==> src/rtl/lab2_serial_sub16_if.sv <==
// Handshake and result bundle for the serial multi-nibble subtractor.
interface lab2_serial_sub16_if #(
  parameter int NIBBLES = 4
);
  localparam int W = 4 * NIBBLES;

  logic         start;
  logic [W-1:0] a_in;
  logic [W-1:0] b_in;
  logic         bin;
  logic         ready;
  logic         done;
  logic [W-1:0] d_out;
  logic         bout;
  logic         zero;
  logic         ovf;

  modport master (
    output start, a_in, b_in, bin,
    input  ready, done, d_out, bout, zero, ovf
  );

  modport slave (
    input  start, a_in, b_in, bin,
    output ready, done, d_out, bout, zero, ovf
  );
endinterface

==> src/rtl/lab2_serial_sub16.sv <==
// Serial subtractor: latches a W-bit operand pair and resolves one 4-bit
// borrow-lookahead nibble per clock, LS nibble first, with the inter-nibble
// borrow held in a register.
//
// state | meaning
// IDLE  | ready=1, waiting for start
// RUN   | one nibble resolved per edge
// DONE  | one-cycle done pulse, results stable
module lab2_serial_sub16 #(
  parameter int NIBBLES = 4
) (
  input  logic               clk,
  input  logic               rst_n,
  lab2_serial_sub16_if.slave bus
);
  localparam int W  = 4 * NIBBLES;
  localparam int IW = $clog2(NIBBLES);
  localparam logic [IW-1:0] LAST = IW'(NIBBLES - 1);

  typedef enum logic [1:0] {IDLE, RUN, DONE} state_t;

  state_t        state_q, state_d;
  logic [W-1:0]  a_q, b_q, d_q, d_next;
  logic          brw_q;
  logic [IW-1:0] idx_q;
  logic          bout_q, zero_q, ovf_q;
  logic [3:0]    a_nib, b_nib, g, p, diff;
  logic [4:0]    c;
  logic          accept, last;

  assign accept = bus.start && (state_q == IDLE);
  assign last   = (idx_q == LAST);

  // Borrow-lookahead slice on the current nibble, plus the merged next d_out.
  always_comb begin
    a_nib = a_q[{idx_q, 2'b00} +: 4];
    b_nib = b_q[{idx_q, 2'b00} +: 4];
    g     = ~a_nib & b_nib;
    p     = ~(a_nib ^ b_nib);
    c     = '0;
    c[0]  = brw_q;
    for (int i = 0; i < 4; i++) begin
      c[i+1] = g[i] | (p[i] & c[i]);
    end
    diff   = ~p ^ c[3:0];
    d_next = d_q;
    d_next[{idx_q, 2'b00} +: 4] = diff;
  end

  // State register.
  always_ff @(posedge clk or negedge rst_n) begin
    if (!rst_n) state_q <= IDLE;
    else        state_q <= state_d;
  end

  // Next-state decode.
  always_comb begin
    state_d = state_q;
    case (state_q)
      IDLE:    if (bus.start) state_d = RUN;
      RUN:     if (last)      state_d = DONE;
      DONE:    state_d = IDLE;
      default: state_d = IDLE;
    endcase
  end

  // Operand latch, borrow/index stepping and result registers.
  always_ff @(posedge clk or negedge rst_n) begin
    if (!rst_n) begin
      a_q    <= '0;
      b_q    <= '0;
      d_q    <= '0;
      brw_q  <= 1'b0;
      idx_q  <= '0;
      bout_q <= 1'b0;
      zero_q <= 1'b0;
      ovf_q  <= 1'b0;
    end else if (accept) begin
      a_q   <= bus.a_in;
      b_q   <= bus.b_in;
      brw_q <= bus.bin;
      idx_q <= '0;
    end else if (state_q == RUN) begin
      d_q   <= d_next;
      brw_q <= c[4];
      if (last) begin
        // Index parks at the last nibble; the next accept resets it.
        bout_q <= c[4];
        ovf_q  <= c[3] ^ c[4];
        zero_q <= (d_next == '0);
      end else begin
        idx_q <= idx_q + 1'b1;
      end
    end
  end

  assign bus.ready = (state_q == IDLE);
  assign bus.done  = (state_q == DONE);
  assign bus.d_out = d_q;
  assign bus.bout  = bout_q;
  assign bus.zero  = zero_q;
  assign bus.ovf   = ovf_q;
endmodule

==> src/flat_wrapper.sv <==
// flat-port wrapper written by rule: the top's interface ports become plain ports
module lab2_serial_sub16_flat 
#(
  parameter int NIBBLES = 4
)
  (clk, rst_n, bus_start, bus_a_in, bus_b_in, bus_bin, bus_ready, bus_done, bus_d_out, bus_bout, bus_zero, bus_ovf);
  lab2_serial_sub16_if #(.NIBBLES(NIBBLES)) bus_i ();
  input  logic clk;
  input  logic rst_n;
  input wire logic [$bits(bus_i.start)-1:0] bus_start;
  input wire logic [$bits(bus_i.a_in)-1:0] bus_a_in;
  input wire logic [$bits(bus_i.b_in)-1:0] bus_b_in;
  input wire logic [$bits(bus_i.bin)-1:0] bus_bin;
  output wire logic [$bits(bus_i.ready)-1:0] bus_ready;
  output wire logic [$bits(bus_i.done)-1:0] bus_done;
  output wire logic [$bits(bus_i.d_out)-1:0] bus_d_out;
  output wire logic [$bits(bus_i.bout)-1:0] bus_bout;
  output wire logic [$bits(bus_i.zero)-1:0] bus_zero;
  output wire logic [$bits(bus_i.ovf)-1:0] bus_ovf;
  assign bus_i.start = bus_start;
  assign bus_i.a_in = bus_a_in;
  assign bus_i.b_in = bus_b_in;
  assign bus_i.bin = bus_bin;
  assign bus_ready = bus_i.ready;
  assign bus_done = bus_i.done;
  assign bus_d_out = bus_i.d_out;
  assign bus_bout = bus_i.bout;
  assign bus_zero = bus_i.zero;
  assign bus_ovf = bus_i.ovf;
  lab2_serial_sub16 #(.NIBBLES(NIBBLES)) u_core (.clk(clk), .rst_n(rst_n), .bus(bus_i));
endmodule
==> config.mk <==
export PLATFORM = sky130hd
export DESIGN_NAME = lab2_serial_sub16_flat
export DESIGN_NICKNAME = d
export VERILOG_FILES = /design/src/rtl/lab2_serial_sub16_if.sv /design/src/rtl/lab2_serial_sub16.sv /design/src/flat_wrapper.sv
export SDC_FILE = /design/constraint.sdc
export NUM_CORES = 1
export LEC_CHECK = 0
export BUFFER_PORTS_ARGS = -buffer_cell sky130_fd_sc_hd__buf_2
export CORE_ASPECT_RATIO = 0.8
export CORE_MARGIN = 2
export CORE_UTILIZATION = 30
export CTS_BUF_LIST = sky130_fd_sc_hd__clkbuf_8
export CTS_CLUSTER_DIAMETER = 100
export CTS_CLUSTER_SIZE = 20
export DETAILED_ROUTE_END_ITERATION = 16
export GPL_TIMING_DRIVEN = 1
export PLACE_DENSITY_LB_ADDON = 0.1
export SYNTH_ARGS = -nofsm -noshare
export SYNTH_HDL_FRONTEND = slang
export SYNTH_SLANG_ARGS = --single-unit
==> constraint.sdc <==
create_clock -name clk -period 4.5 [get_ports clk]
set_input_delay 0.225 -clock clk [delete_from_list [all_inputs] [get_ports clk]]
set_output_delay 0.225 -clock clk [all_outputs]
set_load 0.01 [all_outputs]
# Word-level counts from Yosys, hierarchy flattened
# Cells that the tools add are included.
[totals]
register_bits = 56
in_bits = 36
out_inout_bits = 21
word_cells = 54
[classes]
add_sub_neg = 2
n_eq_ne = 6
shifts = 4
mux = 9
n_bitwise = 16
reduce_logical = 8
[op_table]
columns = ["operator", "count"]
rows = [
  ["indexed part select 16 x 5 -> 4 bit", 2],
  ["bitwise mux 16 bit", 1],
  ["zero test 16 bit", 1],
  ["variable shift 4 x 6 -> 16 bit (first input constant)", 1],
  ["indexed part select 4 x 6 -> 16 bit", 1],
  ["NOT 4 bit", 3],
  ["2-to-1 mux 2 bit", 5],
  ["bitwise XOR 4 bit", 2],
  ["negation 4 -> 6 bit", 1],
  ["AND reduction 2 bit", 3],
  ["AND 1 bit", 4],
  ["AND 4 bit", 1],
  ["== test 2 bit (second input constant)", 2],
  ["!= test 2 x 1 -> 1 bit (second input constant)", 2],
  ["bitwise OR 1 bit", 4],
  ["case mux 2 bit (2 select lines)", 1],
  ["AND reduction 3 bit", 1],
  ["adder 2 x 1 -> 2 bit (second input constant)", 1],
  ["== test 2 x 1 -> 1 bit (second input constant)", 1],
  ["zero test 2 bit", 1],
  ["2-to-1 mux 1 bit", 2],
  ["!= test 2 bit (second input constant)", 1],
  ["nonzero test 2 bit", 1],
  ["logical AND 1 bit", 1],
  ["2 further kinds", 2],
]

# Depth between registers and ports, before layout
# Gate-level depths: netlist of the first run.
[logic_depth]
ltp_word = 13
ltp_mapped = 12

# Worst setup path after synthesis of the first run
# Ideal clock, no wire load.
[synth_path]
path_kind = "register -> register"
startpoint = "register u_core.idx_q[0]"
endpoint = "register u_core.zero_q, in the netlist u_core.bus.zero"
setup_time_ns = 0.104
arrival_time_ns = 3.391
setup_slack_ns = 1.006
stages_incl_launch_ff = 11
n_path_buf = 2
path_cell_list = "dfrtp_1 buf_6 buf_2 mux4_2 fa_1 fa_1 fa_1 nor2b_1 a41oi_1 nand4_1 o41ai_2"
[synth_between]
elab_chain_cells = 13
word_cells_on_any_way = 21
cone_classes = "add/sub: 1; eq/ne: 1; shift: 4; mux: 1; bitwise: 12; reduce/logical: 2"
[synth_rtl]
columns = ["item", "line_no", "rtl"]
rows = [
  ["start, declared", "lab2_serial_sub16.sv:25", "logic [IW-1:0] idx_q;"],
  ["start signal, assigned", "lab2_serial_sub16.sv:92", "idx_q <= idx_q + 1'b1;"],
  ["indexed part select 16 x 5 -> 4 bit, on equally long branches", "lab2_serial_sub16.sv:36, lab2_serial_sub16.sv:37", ""],
  ["bitwise XOR 4 bit", "lab2_serial_sub16.sv:39", "p = ~(a_nib ^ b_nib);"],
  ["NOT 4 bit", "lab2_serial_sub16.sv:39", ""],
  ["AND 1 bit", "lab2_serial_sub16.sv:43", "c[i+1] = g[i] | (p[i] & c[i]);"],
  ["bitwise OR 1 bit", "lab2_serial_sub16.sv:43", ""],
  ["AND 1 bit", "lab2_serial_sub16.sv:43", ""],
  ["bitwise OR 1 bit", "lab2_serial_sub16.sv:43", ""],
  ["AND 1 bit", "lab2_serial_sub16.sv:43", ""],
  ["bitwise OR 1 bit", "lab2_serial_sub16.sv:43", ""],
  ["bitwise XOR 4 bit", "lab2_serial_sub16.sv:45", "diff = ~p ^ c[3:0];"],
  ["indexed part select 4 x 6 -> 16 bit", "lab2_serial_sub16.sv:47", "d_next[{idx_q, 2'b00} +: 4] = diff;"],
  ["bitwise mux 16 bit", "lab2_serial_sub16.sv:47", ""],
  ["zero test 16 bit", "lab2_serial_sub16.sv:90", "zero_q <= (d_next == '0);"],
  ["end signal, assigned", "lab2_serial_sub16.sv:90", ""],
  ["end, declared", "lab2_serial_sub16.sv:26", "logic bout_q, zero_q, ovf_q;"],
]
# Parallel ways exist; a longest one is shown, timed or not.
# A chain may end at the register's enable or synchronous reset.

# Worst setup path after layout of the first run
# Same ends and word-level chain as after synthesis.

==> results.md, run 1 <==
* Clk_lat worst skew at 0.31 ns
* Post-Synth XOR/XNOR Area at 0.312%
* DR vias/cell at 4.63
* Global placer's final weighted congestion at 0.767
* Starting density of the core at 30.9%
* Chip Height at 90.5 µm
* Post-synthesis compound-gate area fraction at 8.39%
* Post-Layout Inst Area at 3290 µm²
* Area grow syn2layout at 17.2%
* R2r setup slk at 0.87 ns
* Power per Cell Area at 816 nW/µm²
* RSZ-0062 raised after global routing: false
* DR pass1 iterations at 4
* Routed len/inst at 15.6 µm
* Number of global-route vias before repair at 1952
* Final nets at 324
* Post-Syn Area per Cell at 12.6 µm²
* Remaining Overflow, GRT at 0
* Critical path arrival at 3.84 ns
* Max Clk Rate at 276 MHz
* Setup bufs post-CTS at 0
* Largest cells by area after synthesis: dfrtp_1 (50%), mux2_2 (13%), mux4_1 (3.7%), mux4_2 (3.2%), nor2b_1 (3.1%)
* Largest net degree at the start of global routing at 57
* Initial antenna violation count at 0
* Simple-gate share of the synthesized area at 11.4%
* Ys flop type: dfrtp_1
* Outcome: complete, no violations
* Clk_skew at 0.0105 ns
* Yosys top cell area share at 50.0%
* Crit end category: flip-flop
* CTS H-tree depth at 2
* Final hold violations at 0
* Hold crit path type: primary input to asynchronous set/reset pin
* Setup Total Neg Slack at 0 ns
* Placed inst area at 3200 µm²
* Post-synth EDFFs at 0
* Clk buf depth at 2
* CTS Sinks at 56
* Worst Tran Pin Value at 0.732 ns
* First-pass GRT wire length at 10400 µm
* Adder-Cell Fraction of Synth Area at 5.53%
* Mux cell area share after synthesis at 20.6%
* Post-synthesis cell count at 223
* Crit-path max FO at 21
* Min Tclk post-route at 3.63 ns
* Critical path launch point type: flip-flop
* Worst path required time at 4.71 ns
* Core Area at 9080 µm²
* VDD IR max at 342 µV
* Max-cap violations at 0
* CTS clock-pin slew for the worst setup and hold paths at 0.11 ns
* Num ports at 57
* # rows at 31
* CTS Hold Buffers Added at 0
* Post-synthesis async set-or-reset flop share at 100%
* Clock Tree Root: clkbuf_8
* Fin crit share at 80.6%
* Filler Cells Inserted at 947
* DP HPWL at 4490 µm
* WL final at 6150 µm
* Main combinational cell family by area after synthesis: multiplexers
* Layout cells sized above 1 at 39.8%
* Chip Width at 112 µm
* Worst relative slew slack at 51.2%
* Seq/Total Area, Yosys at 50.0%
* Die area at 10100 µm²
* Mapped Area at 2810 µm²
* Post-synthesis net count at 269
* Critical path type: flip-flop to flip-flop
* TritonCTS clock tree: yes
* Pleak at 1.54 nW
* Cts repair resizes at 0
* ANT cells at 0
* GRT Total Usage at 12.9%
* Detailed Route Iter0 Violations at 34
* Vias at 1823
* Remaining routing DRC violations at 0
* Final setup violation count at 0
* Buffers on Ports at 56
* Distinct cell type count after synthesis at 38
* Number of synthesized register bits at 56
* Final Slew Violations at 0
* CTS Buf Count at 5
* Synth warnings at 0
* Remaining antenna violation count at 0
* Synth area leader: dfrtp_1
==> path summary, 6_finish.rpt <==
path,cells after the start,from,end
hold / removal,2,rst_n,u_core.bus.ovf
setup reg to reg,9,u_core.idx_q[0],u_core.bus.zero
setup / recovery,9,u_core.idx_q[0],u_core.bus.zero
hold reg to reg,2,u_core.bus.zero,u_core.bus.zero
min in group clk,3,bus_bin,u_core.brw_q
max in group asynchronous,2,rst_n,u_core.bus.d_out[2]
==> kinds of logic after synthesis <==
kind of cell	after synthesis
DFF	56
AOI/OAI and AO/OA	35
xor gates and xnor gates	1
adders and majority gates	10
and+or+nand+nor	55
muxes	42
buffers and inverters	24
==> synthesized netlist by cell type, drive strengths merged, types with 5 or more instances <==
cell type and n:
dfrtp 56, mux2 33, nand2 23, nor2b 15, o21ai 13, inv 12
buf 8, mux4 8, a31oi 7, ha 6, nor2 6, a22o 5
==> power by group <==
part	switching [mW]	leakage [nW]	internal, mW
combinational	0.824	0.793	0.710
sequential	0.138	0.696	0.728
clock	0.173	0.0485	0.112
==> placed cells by master (no fill, tap or decap), types with 2 or more instances in the layout <==
cell       n
a31oi_1    7
o22ai_1    2
o21ai_0   13
buf_2     56
mux4_1     4
a22o_1     5
ha_1       6
nor2_1     6
a41oi_1    2
mux4_2     4
o41ai_1    2
fa_1       4
nand2_1   22
buf_4      4
dfrtp_1   56
mux2_2    33
inv_1     12
nor2b_1   14
clkbuf_8   5
a21oi_1    2
==> cell type report <==
class                      instances  area (µm²)  share of cell area, %
tap                              115         144                   4.38
timing repair buffer              60         310                   9.44
clock buffer                       5        68.8                   2.09
multi-input combinational        143        1300                   39.4
clock inverter                     3        22.5                  0.685
inverter                          12        45.0                   1.37
sequential                        56        1400                   42.6
==> worst max-delay path: stages, from the launching register on <==
cell     delay, ns
dfrtp_1       0.37
buf_4         0.29
mux4_2        0.57
fa_1          0.44
fa_1          0.42
fa_1          0.50
nor2b_1       0.20
a41oi_1       0.31
nand4_1       0.15
o41ai_2       0.28
==> state kept, by name, summed over array words and instances (netlist names) <==
register,count
u_core.a_q,16
u_core.b_q,16
u_core.brw_q,1
u_core.bus.bout,1
u_core.bus.d_out,16
u_core.bus.ovf,1
u_core.bus.zero,1
u_core.idx_q,2
u_core.state_q,2
==> layer usage <==
| layer | wire length [µm] | global-route usage, % | vias up |
|---|---|---|---|
| met5 | 0 | 0 | - |
| met4 | 29 | 2.95 | 0 |
| met3 | 235 | 3.15 | 2 |
| met2 | 2600 | 19.4 | 35 |
| met1 | 3280 | 18.8 | 877 |
| li1 | - | - | 909 |
==> metrics by stage <==
stage / total power [mW] / std cells / hold slack (ns) / util [%] / setup slack (ns)
floorplan: 2.00 / 223 / -0.0706 / - / 1.01
global placement: 2.44 / 386 / 0.442 / 35.2 / 0.988
detailed placement: 2.44 / 386 / 0.427 / 35.2 / 0.901
CTS: 2.74 / 394 / 0.0840 / 36.2 / 0.863
global route: 2.95 / 394 / 0.103 / 36.2 / 0.616
finish: 2.68 / 394 / 0.0423 / 36.2 / 0.871
Note: power is estimated with default switching activity, not from simulation.
==> run 2: changes to the inputs <==
==> constraint.sdc (replaced) <==
create_clock -name clk -period 3.6 [get_ports clk]
set_input_delay 0.18 -clock clk [delete_from_list [all_inputs] [get_ports clk]]
set_output_delay 0.18 -clock clk [all_outputs]
set_load 0.01 [all_outputs]
==> results.md, run 2 (synthesized netlist as in run 1, its figures left out) <==
* RSZ-0062 raised after global routing: false
* Met2 GRT Util at 19.0%
* CTS Sinks at 56
* Final core utilization at 37.0%
* Chip Height at 90.5 µm
* Routing usage on met3 at 3.56%
* Final hold violations at 0
* Final setup violation count at 0
* Area grow syn2layout at 19.7%
* Worst Tran Pin Value at 0.692 ns
* Hold crit path type: primary input to flip-flop
* Setup Total Neg Slack at 0 ns
* WL final at 6170 µm
* Clk pwr share at 12.0%
* # rows at 31
* ANT cells at 0
* Final nets at 329
* TritonCTS clock tree: yes
* Die area at 10100 µm²
* Worst Path Buf+Inv at 2
* Outcome: complete, no violations
* Detailed Route Iter0 Violations at 62
* Switching portion of total power at 40.8%
* Most frequent CP cell: fa_1
* CTS Buf Count at 5
* Final Slew Violations at 0
* Pleak at 1.57 nW
* Largest net degree at the start of global routing at 36
* Worst relative slew slack at 53.8%
* Delay of the slowest critical-path stage at 0.55 ns
* Reg power frac at 30.7%
* Fin crit share at 95.7%
* GRT Total Usage at 13.1%
* Max-cap violations at 0
* CP max stage cell: mux4_1
* First-pass GRT wire length at 10400 µm
* Starting density of the core at 30.9%
* DR pass1 iterations at 4
* Critical-path cell list: mux4_1, inv_1, fa_1, inv_1, fa_1, fa_2, fa_1, nor2b_1, a31oi_1, nand4_1, o41ai_2
* Routed len/inst at 15.5 µm
* Clk_lat worst skew at 0.33 ns
* Min Tclk post-route at 3.45 ns
* Initial antenna violation count at 0
* Chip Width at 112 µm
* Core Area at 9080 µm²
* Psw at 1.43 mW
* Power per Cell Area at 1040 nW/µm²
* Int Pwr at 2.08 mW
* Met1 usage in global routing at 18.8%
* Clock Tree Root: clkbuf_8
* Max Clk Rate at 290 MHz
* R2r setup slk at 0.15 ns
* Combinational power share at 57.2%
* Clk buf depth at 2
* Critical path arrival at 3.66 ns
* Remaining Overflow, GRT at 0
* Crit end category: flip-flop
* Remaining routing DRC violations at 0
* Most frequent cells in the layout: buf_2 (56), dfrtp_1 (56), mux2_2 (33)
* Buffers on Ports at 56
* Worst path required time at 3.82 ns
* Critical path type: flip-flop to flip-flop
* Number of global-route vias before repair at 1995
* VDD IR max at 342 µV
* Layout cells sized above 1 at 40.8%
* Pwr Total at 3.51 mW
* Remaining antenna violation count at 0
* Global placer's final weighted congestion at 0.759
* CTS clock-pin slew for the worst setup and hold paths at 0.11 ns
* Clk_skew at 0.0127 ns
* Critical path launch point type: flip-flop
* DR vias/cell at 4.72
* Vias at 1884
* Delay-heaviest family, CP: adder cells
* CTS H-tree depth at 2
* DP HPWL at 4660 µm
* Num ports at 57
* Crit-path max FO at 3
* Hold_ws at 0.0722 ns
* GR peak layer: met2
run 2: changes by cell type in the layout (fill, tap and decap cells not counted), sizes merged:
cell / previous run / this run
inv: 13 / 14
clkinv: 2 / 0
dlygate4sd3: 0 / 1
buf: 60 / 64
bufinv: 0 / 1
run 2: power by group through the flow:
stage               combinational, mW  clock [mW]  sequential [mW]
floorplan                        1.42           0             1.08
global route                     2.24       0.465             1.13
finish                           2.01       0.422             1.08
detailed placement               2.01           0             1.10
global placement                 2.02           0             1.10
CTS                              2.01       0.443             1.09
run 2: repair_timing:
item / in CTS / in global routing
endpoints found under the setup margin: 0 / 1
resized for setup: 0 / 2
hold endpoints to repair: 21 / 0
hold buffers: 1 / 0
buffers inserted: 0 / 1
run 2: layer usage:
layer / vias to the layer above / share of wire (%)
li1: 916 / -
met1: 916 / 50
met2: 45 / 44
met3: 7 / 5.0
met4: 0 / 1.4
met5: - / 0
run 2: final cells by class:
cell class              count  area (µm²)
fillers                   931        5720
flip-flops and latches     56        1400
multi-input cells         143        1310
repair buffers             65         350
well taps                 115         144
clock buffers               5        68.8
inverters                  12        45.0
clock inverters             3        42.5
run 2: final timing paths:
kind / cells past startpoint / to / start
setup / recovery: 11 / u_core.bus.zero / u_core.idx_q[0]
hold / removal: 3 / u_core.brw_q / bus_bin
setup reg to reg: 11 / u_core.bus.zero / u_core.idx_q[0]
hold reg to reg: 1 / u_core.a_q[12] / u_core.a_q[12]
max in group asynchronous: 3 / u_core.idx_q[1] / rst_n
min in group asynchronous: 2 / u_core.bus.d_out[5] / rst_n
run 2: tightest hold or removal path, stage by stage:
cell and delay [ns]:
buf_2 0.09, nand2_1 0.04, o21ai_0 0.06
run 2: per-stage QoR:
stage	setup WS [ns]	std cells	cell area [µm²]
6_report	0.153	399	3360
5_1_grt	0.00224	399	3360
4_1_cts	0.0119	398	3340
3_5_place_dp	0.0583	389	3220
3_3_place_gp	0.158	389	3220
2_1_floorplan	0.106	223	2810
